`config.mk`:
```
export PLATFORM = sky130hd
export DESIGN_NAME = stream_demux
export DESIGN_NICKNAME = d
export VERILOG_FILES = /design/src/rtl/stream_demux.sv
export SDC_FILE = /design/constraint.sdc
export NUM_CORES = 1
export LEC_CHECK = 0
export CAP_MARGIN = 20
export CORE_AREA = 2 2 50 52
export CTS_CLUSTER_SIZE = 12
export DETAILED_ROUTE_END_ITERATION = 10
export DIE_AREA = 0 0 52 54
export PLACE_DENSITY = 0.7
export SLEW_MARGIN = 10
export SYNTH_ARGS = -nofsm -noshare
export SYNTH_HDL_FRONTEND = slang
export SYNTH_SLANG_ARGS = --single-unit
```
`constraint.sdc`:
```
create_clock -name Clk -period 2.7 [get_ports Clk]
set_clock_uncertainty 0.2 [all_clocks]
set_input_delay 0.81 -clock Clk [delete_from_list [all_inputs] [get_ports Clk]]
set_output_delay 0.81 -clock Clk [all_outputs]
set_load 0.1 [all_outputs]
```
`src/rtl/stream_demux.sv`:
```
// Registered 1:2^SEL_WIDTH stream demultiplexer with a one-entry register per lane.
// Define DEMUX_PKT_LOCK_EN to hold the destination lane fixed for a whole packet.
module stream_demux #(
    parameter int SEL_WIDTH  = 1,
    parameter int DATA_WIDTH = 8,
    localparam int NL        = 2 ** SEL_WIDTH
) (
    input  logic                     Clk,
    input  logic                     Rst_n,
    input  logic [DATA_WIDTH-1:0]    In,
    input  logic [SEL_WIDTH-1:0]     InSel,
    input  logic                     InValid,
    input  logic                     InLast,
    output logic                     InReady,
    output logic [NL*DATA_WIDTH-1:0] Out,
    output logic [NL-1:0]            OutValid,
    output logic [NL-1:0]            OutLast,
    input  logic [NL-1:0]            OutReady
);

    logic [DATA_WIDTH-1:0] data_q [NL];
    logic [DATA_WIDTH-1:0] data_d [NL];
    logic [NL-1:0]         full_q, full_d;
    logic [NL-1:0]         last_q, last_d;
    logic [SEL_WIDTH-1:0]  tgt;
    logic                  in_acc;

`ifdef DEMUX_PKT_LOCK_EN
    typedef enum logic {IDLE, LOCKED} state_t;
    state_t               state_q;
    logic [SEL_WIDTH-1:0] lock_q;

    assign tgt = (state_q == LOCKED) ? lock_q : InSel;

    // The lane is latched on the first beat of a multi-beat packet and released by its last beat.
    always_ff @(posedge Clk) begin
        if (!Rst_n) begin
            state_q <= IDLE;
            lock_q  <= '0;
        end else if (in_acc) begin
            if (state_q == IDLE) begin
                if (!InLast) begin
                    state_q <= LOCKED;
                    lock_q  <= InSel;
                end
            end else if (InLast) begin
                state_q <= IDLE;
            end
        end
    end
`else
    assign tgt = InSel;
`endif

    // Ready looks only at the target lane, so a stalled lane never blocks traffic to others.
    assign InReady = !full_q[tgt] || OutReady[tgt];
    assign in_acc  = InValid && InReady;

    always_comb begin
        full_d = full_q;
        last_d = last_q;
        for (int k = 0; k < NL; k++) begin
            data_d[k] = data_q[k];
            if (in_acc && (tgt == SEL_WIDTH'(k))) begin
                data_d[k] = In;
                last_d[k] = InLast;
                full_d[k] = 1'b1;
            end else if (OutReady[k]) begin
                full_d[k] = 1'b0;
            end
        end
    end

    always_ff @(posedge Clk) begin
        if (!Rst_n) begin
            full_q <= '0;
            last_q <= '0;
            for (int k = 0; k < NL; k++) begin
                data_q[k] <= '0;
            end
        end else begin
            full_q <= full_d;
            last_q <= last_d;
            for (int k = 0; k < NL; k++) begin
                data_q[k] <= data_d[k];
            end
        end
    end

    // Lane 0 sits in the most-significant slice of Out.
    for (genvar g = 0; g < NL; g++) begin : g_out
        assign Out[(NL-1-g)*DATA_WIDTH +: DATA_WIDTH] = data_q[g];
    end

    assign OutValid = full_q;
    assign OutLast  = last_q;

endmodule

```
==> results of run 1 <==
## power by group through the flow
stage | Sequential (mW) | Clock, mW | Combinational, mW
after floorplan | 0.438 | 0 | 0.0481
after global placement | 0.325 | 0 | 0.217
after detailed placement | 0.326 | 0 | 0.218
after CTS | 0.319 | 0.140 | 0.218
after global routing | 0.321 | 0.150 | 0.225
final | 0.319 | 0.134 | 0.217
## how the worst max path moves through the flow
stage               slack, ns  cells after the start   startpoint  endpoint
floorplan                0.14                      3  OutReady[0]   InReady
global placement        -0.07                      5  OutReady[0]   InReady
detailed placement      -0.07                      5  OutReady[0]   InReady
CTS                      0.12                      4        InSel   InReady
global route             0.09                      4        InSel   InReady
finish                   0.12                      4        InSel   InReady
## registers in the layout, indices dropped and copies added (netlist names)
name / cells
data_q: 16
OutLast: 2
OutValid: 2
## worst max-delay path, cell delays in order
cell and delay (ns):
dlygate4sd2_1 0.28, buf_4 0.16, a21oi_4 0.13, buf_12 0.19
## routing by layer
layer	vias up	share of wire [%]	track usage (%)
met5	-	0	0
met4	0	1.1	5.26
met3	2	7.6	3.06
met2	25	47	22.2
met1	286	44	13.7
li1	336	-	-
## cells in the mapped netlist
master | number | share of area [%]
nand2_1 | 27 | 13
dfxtp_1 | 20 | 49
mux2i_1 | 18 | 22
buf_4 | 2 | 1.9
a21boi_0 | 1 | 0.93
a21oi_1 | 1 | 0.62
buf_6 | 1 | 1.4
clkbuf_1 | 1 | 0.46
nand2_2 | 1 | 0.77
nand2b_4 | 1 | 1.7
nand3b_4 | 1 | 2.5
nor2_1 | 1 | 0.46
nor2_8 | 1 | 2.5
nor2b_4 | 1 | 1.7
o21a_1 | 1 | 0.93
## timing repair
| action | in CTS | in global routing |
|---|---|---|
| setup endpoints to repair | 1 | 0 |
| resized for setup | 5 | 0 |
| buffers inserted | 0 | 0 |
## through the flow
step / cell area (um2) / util (%) / setup slack (ns) / setup TNS [ns]
floorplan: 821 / - / 0.137 / 0
global placement: 1180 / 50.7 / -0.0652 / -0.0652
detailed placement: 1180 / 50.7 / -0.0716 / -0.0716
CTS: 1200 / 51.8 / 0.117 / 0
global route: 1200 / 51.8 / 0.0910 / 0
finish: 1200 / 51.8 / 0.120 / 0
## cell type report
type,count,area [um2]
Fill cell,203,1120
Multi-Input combinational cell,54,398
Tap cell,30,37.5
Sequential cell,20,400
Clock buffer,3,22.5
Timing Repair Buffer,40,344
## kinds of logic (layout without fill, tap and decap cells)
logic type	after synthesis	after routing	share of synthesized area, %
muxes	18	18	22.3
buffers and inverters	4	43	3.71
AOI/OAI and AO/OA	3	3	2.47
DFF	20	20	49.5
and+or+nand+nor	33	33	22.1
==> flow_summary.yaml, run 1 <==
outcome:
  status: "finished, final reports clean"
cts:
  cts.sinks: 20
  numCtsBuffers: 3
  cts.reportedPaths.clkPinSlew_ns: 0.11
  cts_tree: "built"
  clock_latency_ns: 0.28
  ctsHoldBuffers: 0
  root_buffer: "clkbuf_4"
  cts_max_level: 1
  clockBufferDepth: 2
sta:
  relSlewSlack_pct: 81.8
  worst_pin_slew_ns: 0.273
  finalCritPeriodShare_pct: 95.6
  hold_viol: 0
  max_freq_ghz: 0.388
  rsz0062_at_grt: "false"
  post-route-min-period_ns: 2.58
  holdWs_ns: 0.265
  slew_violations: 0
  setup_viol: 0
power:
  leakage_nw: 0.561
  powerDensity_nw_per_um2: 557
  p_comb_share_pct: 32.3
  finalPower_mw: 0.670
  p_int_mw: 0.423
  p_clk_share_pct: 20.1
  vdd_drop_max_v: 0.000292
  sw_frac_of_total_pct: 36.8
  netSwitchingPower_mw: 0.247
  pwr-share-seq_pct: 47.6
synthesis:
  ys_warn_count: 0
  syn_area_per_cell_um2: 10.4
  synthCells: 78
  ys_ff_latch: 20
  syn_area_um2: 810
  synthesis.nets: 93
  ys_seq_area_share_pct: 49.5
  synth.distinct_cells: 15
detailed_routing:
  finalWirelength_mm: 1.69
  drt_iter0_drc: 5
  wl_per_cell_um: 11.5
  drtPass1Iterations: 4
  viasPerCell: 4.41
  drc: 0
  via_count: 649
  ant_nets: 0
placed_design:
  dp_hpwl_mm: 1.22
  io_buffers: 35
  place.gp.congestion: 0.615
  post-place-cells: 144
floorplanning:
  die-area_um2: 2810
  pin_count: 36
  row_count: 18
  initial_utilization_pct: 34.9
  dieWidth_um: 52
  core_area_um2: 2320
  die_h_um: 54
min_path:
  worstHoldStart: "data_q[0][15]"
  min_to: "data_q[0][15]"
  hold_path_depth: 2
  hp-class: "reg2reg"
layout:
  nets: 134
  fin_cells: 147
  syn2layout_area_growth_pct: 48.5
  antenna_cells: 0
  final_common_cell: "nand2_1"
  final_cell_mix: "nand2_1, buf_4, dfxtp_1, mux2i_1, clkdlybuf4s50_1"
  layout-drive-gt1-share_pct: 30.8
global_route:
  grt_pass1_wl_mm: 2.48
  grt_max_degree: 30
  grt_use_total_pct: 12.3
  grt_pass1_vias: 581
  antenna_found_initial: 0
  grt_remaining_overflow: 0
critical_path:
  r2r-end: "data_q[0][8]"
  r2r-start: "OutValid[1]"
  crit_fanout: 3
  cp.required_ns: 1.69
  r2r_cells: 4
  reg2reg_setup_slack_ns: 1.35
  crit_type: "in2out"
  end_kind: "primary output"
  crit_path_start_kind: "primary input"
  crit_arrival_ns: 1.57
flow_run:
  cap_violations: 0
(Power assumes the default switching activity.)
==> run 2, diff against run 1 <==
--- a/config.mk
+++ b/config.mk
@@ -10,6 +10,7 @@
 export CTS_CLUSTER_SIZE = 12
 export DETAILED_ROUTE_END_ITERATION = 10
 export DIE_AREA = 0 0 52 54
+export GPL_TIMING_DRIVEN = 0
 export PLACE_DENSITY = 0.7
 export SLEW_MARGIN = 10
 export SYNTH_ARGS = -nofsm -noshare
==> run 2 against run 1 <==
  * Utilization grew 2.3 points
  * Setup slack worse by 0.0059 ns
  * Sequential power hardly changed
  * Register-to-register slack better by 0.03 ns
  * Critical path depth stayed put
  * Critical path type unchanged
  * Highest routed layer unchanged
==> flow_summary.yaml, run 2 (synthesis results as in run 1) <==
layout:
  final_cell_mix: "nand2_1, dlygate4sd2_1, dfxtp_1, mux2i_1, clkdlybuf4s50_1"
  antenna_cells: 0
  fin_cells: 147
  nets: 133
  design_area_um2: 1250
  layout-drive-gt1-share_pct: 13.7
  largest-register: "data_q"
  final_common_cell: "nand2_1"
  syn2layout_area_growth_pct: 55.0
  largest_reg_flops: 16
critical_path:
  max_stage_delay_ns: 0.36
  crit_fanout: 4
  worstPathCellList: "dlygate4sd2_1, nor2_4, a21oi_4, buf_12"
  crit_path_start_kind: "primary input"
  cp.required_ns: 1.69
  crit_path_top_delay_cell: "dlygate4sd2_1"
  end_kind: "primary output"
  path_buf_inv: 2
  crit_arrival_ns: 1.58
  crit_type: "in2out"
  path_delay_family: "buffers and inverters"
power:
  pwr-share-seq_pct: 40.8
  sw_frac_of_total_pct: 33.8
  p_comb_share_pct: 27.2
  powerDensity_nw_per_um2: 621
  p_int_mw: 0.516
  netSwitchingPower_mw: 0.264
  p_clk_share_pct: 32.0
  leakage_nw: 0.632
  vdd_drop_max_v: 0.000250
sta:
  max_freq_ghz: 0.387
  finalCritPeriodShare_pct: 95.8
  post-route-min-period_ns: 2.59
  worst_pin_slew_ns: 0.978
  relSlewSlack_pct: 35.0
  setup_viol: 0
  fin_ws_ns: 0.114
  slew_violations: 0
  rsz0062_at_grt: "false"
  hold_viol: 0
min_path:
  hp-class: "reg2reg"
cts:
  clockBufferDepth: 2
  ctsHoldBuffers: 0
  cts.reportedPaths.clkPinSlew_ns: 0.11
  numCtsBuffers: 3
  root_buffer: "clkbuf_4"
  clock_latency_ns: 0.29
  cts.sinks: 20
  cts_tree: "built"
  cts_max_level: 1
floorplanning:
  dieWidth_um: 52
  die-area_um2: 2810
  die_h_um: 54
  core_area_um2: 2320
  row_count: 18
  initial_utilization_pct: 34.9
  pin_count: 36
detailed_routing:
  ant_nets: 0
  viasPerCell: 4.40
  wl_per_cell_um: 12.2
  drtPass1Iterations: 4
  via_count: 647
  drc: 0
  finalWirelength_mm: 1.79
  drt_iter0_drc: 6
placed_design:
  dp_hpwl_mm: 1.29
  place.gp.congestion: 0.675
  io_buffers: 34
  post-place-cells: 142
  dpl_cell_area_um2: 1200
  dp_slack_ns: -1.06
global_route:
  grt_use_total_pct: 14.4
  grt_max_degree: 13
  antenna_found_initial: 0
  grt_pass1_wl_mm: 2.89
  grt_pass1_vias: 637
  grt_remaining_overflow: 0
outcome:
  status: "finished, final reports clean"
flow_run:
  cap_violations: 0
==> run 2: changes by cell type in the layout (fill, tap and decap cells not counted), sizes merged <==
cell / change
clkdlybuf4s50: -1
bufinv: +1
dlygate4sd2: +18
clkbuf: +1
buf: -21
dlymetal6s2s: +2
==> run 2: worst reg2reg max path, stage by stage (launching register included) <==
cell and delay [ns]:
dfxtp_1 0.32, nor2b_4 0.13, buf_4 0.15, nor2_8 0.24, mux2i_1 0.22
==> run 2: power groups by stage <==
stage	combinational (mW)	sequential (mW)	clock, mW
global placement	0.221	0.325	0
global route	0.221	0.320	0.267
finish	0.212	0.318	0.249
floorplan	0.0481	0.438	0
CTS	0.212	0.318	0.253
detailed placement	0.221	0.325	0
==> run 2: cell type report <==
type / count / area, um2
fill: 214 / 1060
clock inverter: 1 / 30.0
timing repair buffer: 35 / 337
tap: 30 / 37.5
sequential: 20 / 400
multi-input combinational: 54 / 398
buffer: 4 / 30.0
clock buffer: 3 / 22.5
==> run 2: what timing repair did <==
action,CTS,global route
gates resized for setup,31,3
setup endpoints to repair,21,1
endpoints found under the hold margin,0,0
buffers inserted,0,1
cloned,0,0
==> run 2: worst paths after layout <==
kind,startpoint,to,slack (ns),cells past startpoint
setup / recovery,InSel,InReady,0.11,4
hold / removal,data_q[0][1],data_q[0][1],0.26,2
setup reg to reg,OutValid[1],data_q[0][11],1.38,4
hold reg to reg,data_q[0][1],data_q[0][1],0.26,2
==> run 2: per-layer routing <==
metal  GRT usage (%)  wire length [um]  part of all wire, %  up-vias
li1                -                 -                    -      333
met1            18.3               857                   48      289
met2            22.6               787                   44       23
met3            3.33               124                  6.9        2
met4            7.89                19                  1.1        0
met5               0                 0                    0        -
==> run 2: stage by stage <==
step	TNS (ns)	hold slack [ns]	power, mW	util [%]
4_1_cts	-0.0986	0.266	0.784	53.3
5_1_grt	0	0.282	0.808	54.1
3_5_place_dp	-1.06	0.249	0.547	51.7
3_3_place_gp	-1.06	0.242	0.546	51.7
6_report	0	0.264	0.779	54.1
2_1_floorplan	0	0.681	0.486	-
